`src/rtl/flash_ctrl_pkg.sv`:
```
// -----------------------------------------------------------------------------
// flash_ctrl_pkg
// Shared definitions for the flash block reclaim path:
//   - reclaim_state_e  : reclaim FSM states (IDLE, ISSUE, WAIT, UPDATE)
//   - reclaim_status_e : 2-bit completion codes reported with reclaim_done
//   - idx_width()      : clog2-based index width helper (never narrower than 1)
// -----------------------------------------------------------------------------
package flash_ctrl_pkg;

    typedef enum logic [1:0] {
        ST_IDLE   = 2'b00,
        ST_ISSUE  = 2'b01,
        ST_WAIT   = 2'b10,
        ST_UPDATE = 2'b11
    } reclaim_state_e;

    typedef enum logic [1:0] {
        RS_OK      = 2'b00,
        RS_FAIL    = 2'b01,
        RS_SKIP    = 2'b10,
        RS_TIMEOUT = 2'b11
    } reclaim_status_e;

    // Width of an index able to address n entries; a single-entry table
    // still gets a 1-bit index so port widths never collapse to zero.
    function automatic int idx_width(input int n);
        if (n <= 2) begin
            return 1;
        end else begin
            return $clog2(n);
        end
    endfunction

endpackage

```
`src/rtl/reclaim_watchdog.sv`:
```
// -----------------------------------------------------------------------------
// reclaim_watchdog
// Counts cycles spent waiting for an erase result and flags when the
// configured limit is reached.
// Ports:
//   clk     in  rising-edge clock
//   rst     in  synchronous active-high reset
//   start   in  clear the counter and begin counting (entry into WAIT)
//   stop    in  halt counting (FSM not in WAIT); start has priority
//   expired out counter has reached TIMEOUT while running
// -----------------------------------------------------------------------------
module reclaim_watchdog #(
    parameter int TIMEOUT = 4096
) (
    input  logic clk,
    input  logic rst,
    input  logic start,
    input  logic stop,
    output logic expired
);

    localparam int CNT_W = $clog2(TIMEOUT + 1);
    localparam logic [CNT_W-1:0] LIMIT = CNT_W'(TIMEOUT);
    localparam logic [CNT_W-1:0] ONE   = CNT_W'(1);

    logic [CNT_W-1:0] cnt_r;
    logic             running_r;

    // Wait-cycle counter: value k-1 in the k-th WAIT cycle, parks at LIMIT.
    always_ff @(posedge clk) begin
        if (rst) begin
            cnt_r     <= {CNT_W{1'b0}};
            running_r <= 1'b0;
        end else if (start) begin
            cnt_r     <= {CNT_W{1'b0}};
            running_r <= 1'b1;
        end else if (stop) begin
            running_r <= 1'b0;
        end else if (running_r && (cnt_r != LIMIT)) begin
            cnt_r <= cnt_r + ONE;
        end
    end

    // Pure decode of registered state, so it adds no combinational path
    // from the FSM inputs.
    assign expired = running_r && (cnt_r == LIMIT);

endmodule

```
`src/rtl/block_reclaim_ctrl.sv`:
```
// -----------------------------------------------------------------------------
// block_reclaim_ctrl
// Tracks free / retired (bad) flash erase blocks and per-block erase counts,
// and sequences one erase per reclaim request.
//
// Optional build macro: RECLAIM_TIMEOUT_EN
//   defined   -> a reclaim_watchdog aborts WAIT after TIMEOUT cycles with
//                status TIMEOUT and the block is retired
//   undefined -> WAIT waits indefinitely for erase_done / erase_fail
//
// Ports:
//   clk, rst                 clock, synchronous active-high reset
//   alloc_valid/alloc_block  strobe: mark a free, non-bad block as in use
//   reclaim_valid/_ready     request handshake (ready only in IDLE)
//   reclaim_block            block to erase and return to the free pool
//   erase_req/erase_addr     erase command, held until erase_ack
//   erase_ack                command taken by the flash side
//   erase_done/erase_fail    erase result (only sampled in WAIT)
//   erase_count_flat         block i count at [i*ERASE_W +: ERASE_W]
//   free_bitmap/bad_bitmap   1 = free / 1 = retired
//   reclaim_done/_status     one-cycle completion pulse and its code
//   busy                     FSM not in IDLE
// -----------------------------------------------------------------------------
module block_reclaim_ctrl
    import flash_ctrl_pkg::*;
#(
    parameter  int BLOCKS  = 64,
    parameter  int ERASE_W = 16,
    parameter  int TIMEOUT = 4096,
    localparam int IDX_W   = idx_width(BLOCKS)
) (
    input  logic                       clk,
    input  logic                       rst,
    input  logic                       alloc_valid,
    input  logic [IDX_W-1:0]           alloc_block,
    input  logic                       reclaim_valid,
    output logic                       reclaim_ready,
    input  logic [IDX_W-1:0]           reclaim_block,
    output logic                       erase_req,
    output logic [IDX_W-1:0]           erase_addr,
    input  logic                       erase_ack,
    input  logic                       erase_done,
    input  logic                       erase_fail,
    output logic [BLOCKS*ERASE_W-1:0]  erase_count_flat,
    output logic [BLOCKS-1:0]          free_bitmap,
    output logic [BLOCKS-1:0]          bad_bitmap,
    output logic                       reclaim_done,
    output logic [1:0]                 reclaim_status,
    output logic                       busy
);

    localparam logic [IDX_W:0] BLOCKS_L = (IDX_W + 1)'(BLOCKS);

    reclaim_state_e    state_r;
    reclaim_state_e    next_state_s;
    reclaim_status_e   status_r;
    reclaim_status_e   next_status_s;
    logic [IDX_W-1:0]  blk_r;
    logic              erase_req_r;
    logic              reclaim_done_r;
    logic [1:0]        reclaim_status_r;
    logic [BLOCKS-1:0] free_r;
    logic [BLOCKS-1:0] bad_r;
    logic [ERASE_W-1:0] count_r [BLOCKS];
    logic              req_skip_s;
    logic              alloc_hit_s;
    logic              wd_expired_s;

    function automatic logic in_range(input logic [IDX_W-1:0] idx);
        return ({1'b0, idx} < BLOCKS_L);
    endfunction

    function automatic logic [ERASE_W-1:0] sat_inc(input logic [ERASE_W-1:0] v);
        if (&v) begin
            return v;
        end else begin
            return v + {{(ERASE_W-1){1'b0}}, 1'b1};
        end
    endfunction

`ifdef RECLAIM_TIMEOUT_EN
    logic wd_start_s;
    logic wd_stop_s;

    assign wd_start_s = (state_r == ST_ISSUE) && erase_ack;
    assign wd_stop_s  = (state_r != ST_WAIT);

    reclaim_watchdog #(
        .TIMEOUT (TIMEOUT)
    ) u_watchdog (
        .clk     (clk),
        .rst     (rst),
        .start   (wd_start_s),
        .stop    (wd_stop_s),
        .expired (wd_expired_s)
    );
`else
    assign wd_expired_s = 1'b0;
`endif

    // A reclaim needs no flash work if the block is out of range, already free or retired.
    always_comb begin
        req_skip_s = 1'b1;
        if (in_range(reclaim_block)) begin
            req_skip_s = free_r[reclaim_block] | bad_r[reclaim_block];
        end else begin
            req_skip_s = 1'b1;
        end
    end

    // An allocation only takes effect on an in-range, free, non-retired block.
    always_comb begin
        alloc_hit_s = 1'b0;
        if (alloc_valid && in_range(alloc_block)) begin
            alloc_hit_s = free_r[alloc_block] & ~bad_r[alloc_block];
        end else begin
            alloc_hit_s = 1'b0;
        end
    end

    // FSM next-state and status selection.
    always_comb begin
        next_state_s  = state_r;
        next_status_s = status_r;
        case (state_r)
            ST_IDLE: begin
                if (reclaim_valid && req_skip_s) begin
                    next_state_s  = ST_UPDATE;
                    next_status_s = RS_SKIP;
                end else if (reclaim_valid) begin
                    next_state_s  = ST_ISSUE;
                    next_status_s = RS_OK;
                end else begin
                    next_state_s  = ST_IDLE;
                end
            end
            ST_ISSUE: begin
                if (erase_ack) begin
                    next_state_s = ST_WAIT;
                end else begin
                    next_state_s = ST_ISSUE;
                end
            end
            ST_WAIT: begin
                // fail outranks done when both arrive together
                if (erase_fail) begin
                    next_state_s  = ST_UPDATE;
                    next_status_s = RS_FAIL;
                end else if (erase_done) begin
                    next_state_s  = ST_UPDATE;
                    next_status_s = RS_OK;
                end else if (wd_expired_s) begin
                    next_state_s  = ST_UPDATE;
                    next_status_s = RS_TIMEOUT;
                end else begin
                    next_state_s  = ST_WAIT;
                end
            end
            ST_UPDATE: begin
                next_state_s = ST_IDLE;
            end
            default: begin
                next_state_s  = ST_IDLE;
                next_status_s = RS_OK;
            end
        endcase
    end

    // FSM state register.
    always_ff @(posedge clk) begin
        if (rst) begin
            state_r <= ST_IDLE;
        end else begin
            state_r <= next_state_s;
        end
    end

    // Request latch, command/completion outputs and block bookkeeping.
    always_ff @(posedge clk) begin
        if (rst) begin
            blk_r            <= {IDX_W{1'b0}};
            status_r         <= RS_OK;
            erase_req_r      <= 1'b0;
            reclaim_done_r   <= 1'b0;
            reclaim_status_r <= 2'b00;
            free_r           <= {BLOCKS{1'b1}};
            bad_r            <= {BLOCKS{1'b0}};
            for (int i = 0; i < BLOCKS; i++) begin
                count_r[i] <= {ERASE_W{1'b0}};
            end
        end else begin
            status_r    <= next_status_s;
            erase_req_r <= (next_state_s == ST_ISSUE);
            if ((state_r == ST_IDLE) && reclaim_valid) begin
                blk_r <= reclaim_block;
            end
            // Results commit at the edge leaving UPDATE, so the done pulse
            // lands in the same cycle the new bitmaps/counts appear.
            reclaim_done_r <= (state_r == ST_UPDATE);
            if (state_r == ST_UPDATE) begin
                reclaim_status_r <= status_r;
            end
            if (alloc_hit_s) begin
                free_r[alloc_block] <= 1'b0;
            end
            // Written after the alloc clear so a same-block free-set wins.
            if (state_r == ST_UPDATE) begin
                case (status_r)
                    RS_OK: begin
                        count_r[blk_r] <= sat_inc(count_r[blk_r]);
                        free_r[blk_r]  <= 1'b1;
                    end
                    RS_FAIL, RS_TIMEOUT: begin
                        count_r[blk_r] <= sat_inc(count_r[blk_r]);
                        bad_r[blk_r]   <= 1'b1;
                    end
                    default: begin
                        // SKIP leaves every block untouched
                    end
                endcase
            end
        end
    end

    for (genvar g = 0; g < BLOCKS; g++) begin : g_count_flat
        assign erase_count_flat[g*ERASE_W +: ERASE_W] = count_r[g];
    end

    assign reclaim_ready  = (state_r == ST_IDLE);
    assign busy           = (state_r != ST_IDLE);
    assign erase_req      = erase_req_r;
    assign erase_addr     = blk_r;
    assign free_bitmap    = free_r;
    assign bad_bitmap     = bad_r;
    assign reclaim_done   = reclaim_done_r;
    assign reclaim_status = reclaim_status_r;

endmodule

```
`config.mk`:
```
export PLATFORM = sky130hd
export DESIGN_NAME = block_reclaim_ctrl
export DESIGN_NICKNAME = d
export VERILOG_FILES = /design/src/rtl/flash_ctrl_pkg.sv /design/src/rtl/reclaim_watchdog.sv /design/src/rtl/block_reclaim_ctrl.sv
export SDC_FILE = /design/constraint.sdc
export NUM_CORES = 2
export LEC_CHECK = 0
export ABC_AREA = 1
export CORE_AREA = 5 5 463 465
export DETAILED_ROUTE_END_ITERATION = 10
export DIE_AREA = 0 0 468 470
export PLACE_DENSITY_LB_ADDON = 0.08
export SYNTH_ARGS = -nofsm -noshare
export SYNTH_HDL_FRONTEND = slang
export SYNTH_SLANG_ARGS = --single-unit
```
`constraint.sdc`:
```
create_clock -name clk -period 4.2 [get_ports clk]
set_input_delay 0.84 -clock clk [delete_from_list [all_inputs] [get_ports clk]]
set_output_delay 0.84 -clock clk [all_outputs]
set_load 0.005 [all_outputs]
```
==> impl_metrics.env <==
export IMPL_seqPwrFrac_pct=39.5
export IMPL_antenna_found_initial=10
export IMPL_synthFlopType="edfxtp_1"
export IMPL_grt_max_degree=95
export IMPL_final_cell_mix="nand2_1 (1994), clkdlybuf4s50_1 (1181), nand3_1 (1035), edfxtp_1 (1024), inv_1 (616)"
export IMPL_fin_crit_ps=4015
export IMPL_root_buffer="clkbuf_16"
export IMPL_wl_per_cell_um=34.61
export IMPL_dieArea_um2=220000
export IMPL_grt_pass1_wl_mm=487.2
export IMPL_cp_slowest_stage_delay_ps=420
export IMPL_dp_hpwl_mm=276.7
export IMPL_grt_pass1_vias=53370
export IMPL_coreArea_um2=209200
export IMPL_finalClockSkew_ps=29.28
export IMPL_crit_path_top_delay_cell="buf_4"
export IMPL_cp_cell_sequence="inv_16, buf_4, nand2_1, nand3_1, nand3_1, nand2_1, nand2_1, nand3_1, nand3_1, nand2_1, ha_1, nand2_1, nor2_4, nand2_2, inv_1, nand2_2, buf_12, nand3_4, buf_12, nand2_1, inv_1"
export IMPL_synth_fp_nets=6515
export IMPL_p_leak_nw=33.16
export IMPL_crit_buf_inv=6
export IMPL_routed_wirelength_mm=368.2
export IMPL_synthCells=6495
export IMPL_routed_via_density=5.238
export IMPL_hold_viol=0
export IMPL_required_ps=4880
export IMPL_async_reset_ff_share_pct=0
export IMPL_post_cts_setup_buffers=0
export IMPL_numCtsBuffers=148
export IMPL_grt_overflow_total=0
export IMPL_drive_gt1_share_pct=7.756
export IMPL_finalCritPeriodShare_pct=95.60
export IMPL_start_util_pct=27.03
export IMPL_netlist_area_leader_share_pct=54.40
export IMPL_finalMaxSlewViolations=0
export IMPL_final_antenna_net_count=0
export IMPL_grt_setup_unrepaired="no"
export IMPL_path_clk_slew_ps=60
export IMPL_clk_latency_ps=820
export IMPL_fmax_mhz=249.0
export IMPL_ys_types=38
export IMPL_areaGrowthSynthToFinish_pct=38.41
export IMPL_postCtsHoldBufs=0
export IMPL_cts_sinks=1172
export IMPL_p_clk_share_pct=37.4
export IMPL_die_w_um=468
export IMPL_fillerInstances=21360
export IMPL_utilization_pct=37.41
export IMPL_gp_congestion=0.9078
export IMPL_startpoint_type="flop"
export IMPL_num_rows=168
export IMPL_die_h_um=470
export IMPL_cts_tree="built"
export IMPL_port_buffers=1182
export IMPL_yosys_warnings=0
export IMPL_synth_area_um2=56530
export IMPL_ys_ff_latch=1172
export IMPL_io_pins=1183
export IMPL_layout_commonest_cell="nand2_1"
export IMPL_synth_largest_area_cell="edfxtp_1"
export IMPL_tns_ps=0
export IMPL_drtIter0Drc=7666
export IMPL_ctsResizeCount=0
export IMPL_cts_buffer_depth=3
export IMPL_min_path_type="flop to flop"
export IMPL_status="complete, no violations"
export IMPL_p_per_area_nw_per_um2=442.8
export IMPL_drv_cap=0
export IMPL_internal_power_mw=22.99
export IMPL_htreeDepth=4
export IMPL_synth_edf_count=1024
export IMPL_crit_type="flop to flop"
export IMPL_max_slew_margin_pct=16.59
export IMPL_cp_max_fo=64
export IMPL_nNetsFinal=7724
export IMPL_peakVddDrop_mv=0.3994
export IMPL_grt_usage_pct=32.16
export IMPL_ys_seq_area_share_pct=59.64
export IMPL_worstPathArrival_ps=4690
export IMPL_synth_area_leaders="edfxtp_1 (54%), nand2_1 (13%), nand3_1 (9.2%)"
export IMPL_synth_area_per_cell_um2=8.703
export IMPL_vias=55710
export IMPL_finalSetupViolations=0
export IMPL_tightestPinTransition_ps=1238
export IMPL_drc=0
export IMPL_critPathTopFamily="simple AND/OR/NAND/NOR gates"
export IMPL_path_common_cell="nand2_1"
export IMPL_p_sw_share_pct=33.64
export IMPL_combinationalPowerShare_pct=23.1
export IMPL_switchingPower_mw=11.65
export IMPL_first_pass_iters=6
export IMPL_endpoint_kind="flop"
worst reg2reg max path, stage by stage (launching register included):
cell,delay (ps)
dfxtp_4,400
inv_16,250
buf_4,540
nand2_1,110
nand3_1,80
nand3_1,90
nand2_1,100
nand2_1,50
nand3_1,90
nand3_1,150
nand2_1,320
ha_1,300
nand2_1,120
nor2_4,150
nand2_2,110
inv_1,80
nand2_2,100
buf_12,170
nand3_4,90
buf_12,300
nand2_1,230
inv_1,70
cells by family after synthesis:
logic type	count (synthesis)	share of synthesized area, %
buffers and inverters	1106	8.229
adders and majority gates	1	0.02213
DFF	1172	59.64
AOI/OAI and AO/OA	501	4.803
xor gates and xnor gates	6	0.09298
and+or+nand+nor	3709	27.21
cells in the mapped netlist (7+ instances only):
master	number
edfxtp_1	1024
nor3_1	36
nor2_1	612
a21boi_0	18
o21ai_0	62
nand2_2	7
buf_2	200
a21oi_1	347
buf_1	50
inv_1	618
nand3_1	1035
o311ai_0	10
o22ai_1	38
nand2_1	1996
nand3_2	7
nor2_2	7
clkbuf_1	170
dfxtp_1	148
buf_4	58
layout make-up:
class / instances / area [um^2] / area share, %
clock buffers: 194 / 3994 / 5.105
flip-flops and latches: 1172 / 33730 / 43.11
repair buffers: 1541 / 15570 / 19.91
clock inverters: 78 / 782.0 / 0.9995
well taps: 2805 / 3510 / 4.486
inverters: 624 / 2372 / 3.032
diodes: 6 / 15.01 / 0.01919
multi-input cells: 4217 / 18260 / 23.34
flip-flops by register name, indices dropped and copies added, names as in the netlist, 2 cells and up, named ones only:
register        flops
bad_bitmap         64
count_r          1024
erase_addr          6
free_bitmap        64
reclaim_status      2
state_r             2
status_r            2
final timing paths:
kind                           to   startpoint  depth (start not counted)  slack [ps]
setup / recovery  count_r[22][15]         flop                         21         180
hold / removal        status_r[1]  status_r[1]                          2         470
setup reg to reg  count_r[22][15]         flop                         21         180
hold reg to reg       status_r[1]  status_r[1]                          2         470
routing by layer:
metal	vias up	global-route usage [%]	share of wire (%)
li1	23790	-	-
met1	27990	43.07	41
met2	3396	50.20	45
met3	538	6.601	9.0
met4	2	14.24	5.3
met5	-	0	0.0035
through the flow:
| stage | worst slack [ps] | hold WS, ps | power [mW] | cells | cell area, um^2 |
|---|---|---|---|---|---|
| floorplan | 1206 | 439.0 | 17.19 | 6495 | 56530 |
| global placement | 251.1 | 450.7 | 21.94 | 10360 | 73450 |
| detailed placement | 191.8 | 458.7 | 21.93 | 10360 | 73450 |
| CTS | 278.1 | 471.5 | 34.83 | 10630 | 78230 |
| global route | 46.18 | 487.8 | 35.67 | 10630 | 78230 |
| finish | 184.7 | 469.9 | 34.65 | 10640 | 78240 |
power by group through the flow:
stage               combinational (mW)  clock, mW  sequential, mW
finish                            8.01       12.9            13.7
global route                      8.43       13.5            13.7
CTS                               8.04       13.1            13.7
detailed placement                8.02          0            13.9
global placement                  8.02          0            13.9
floorplan                         3.59          0            13.6
Power figures use the tool's default switching activity.
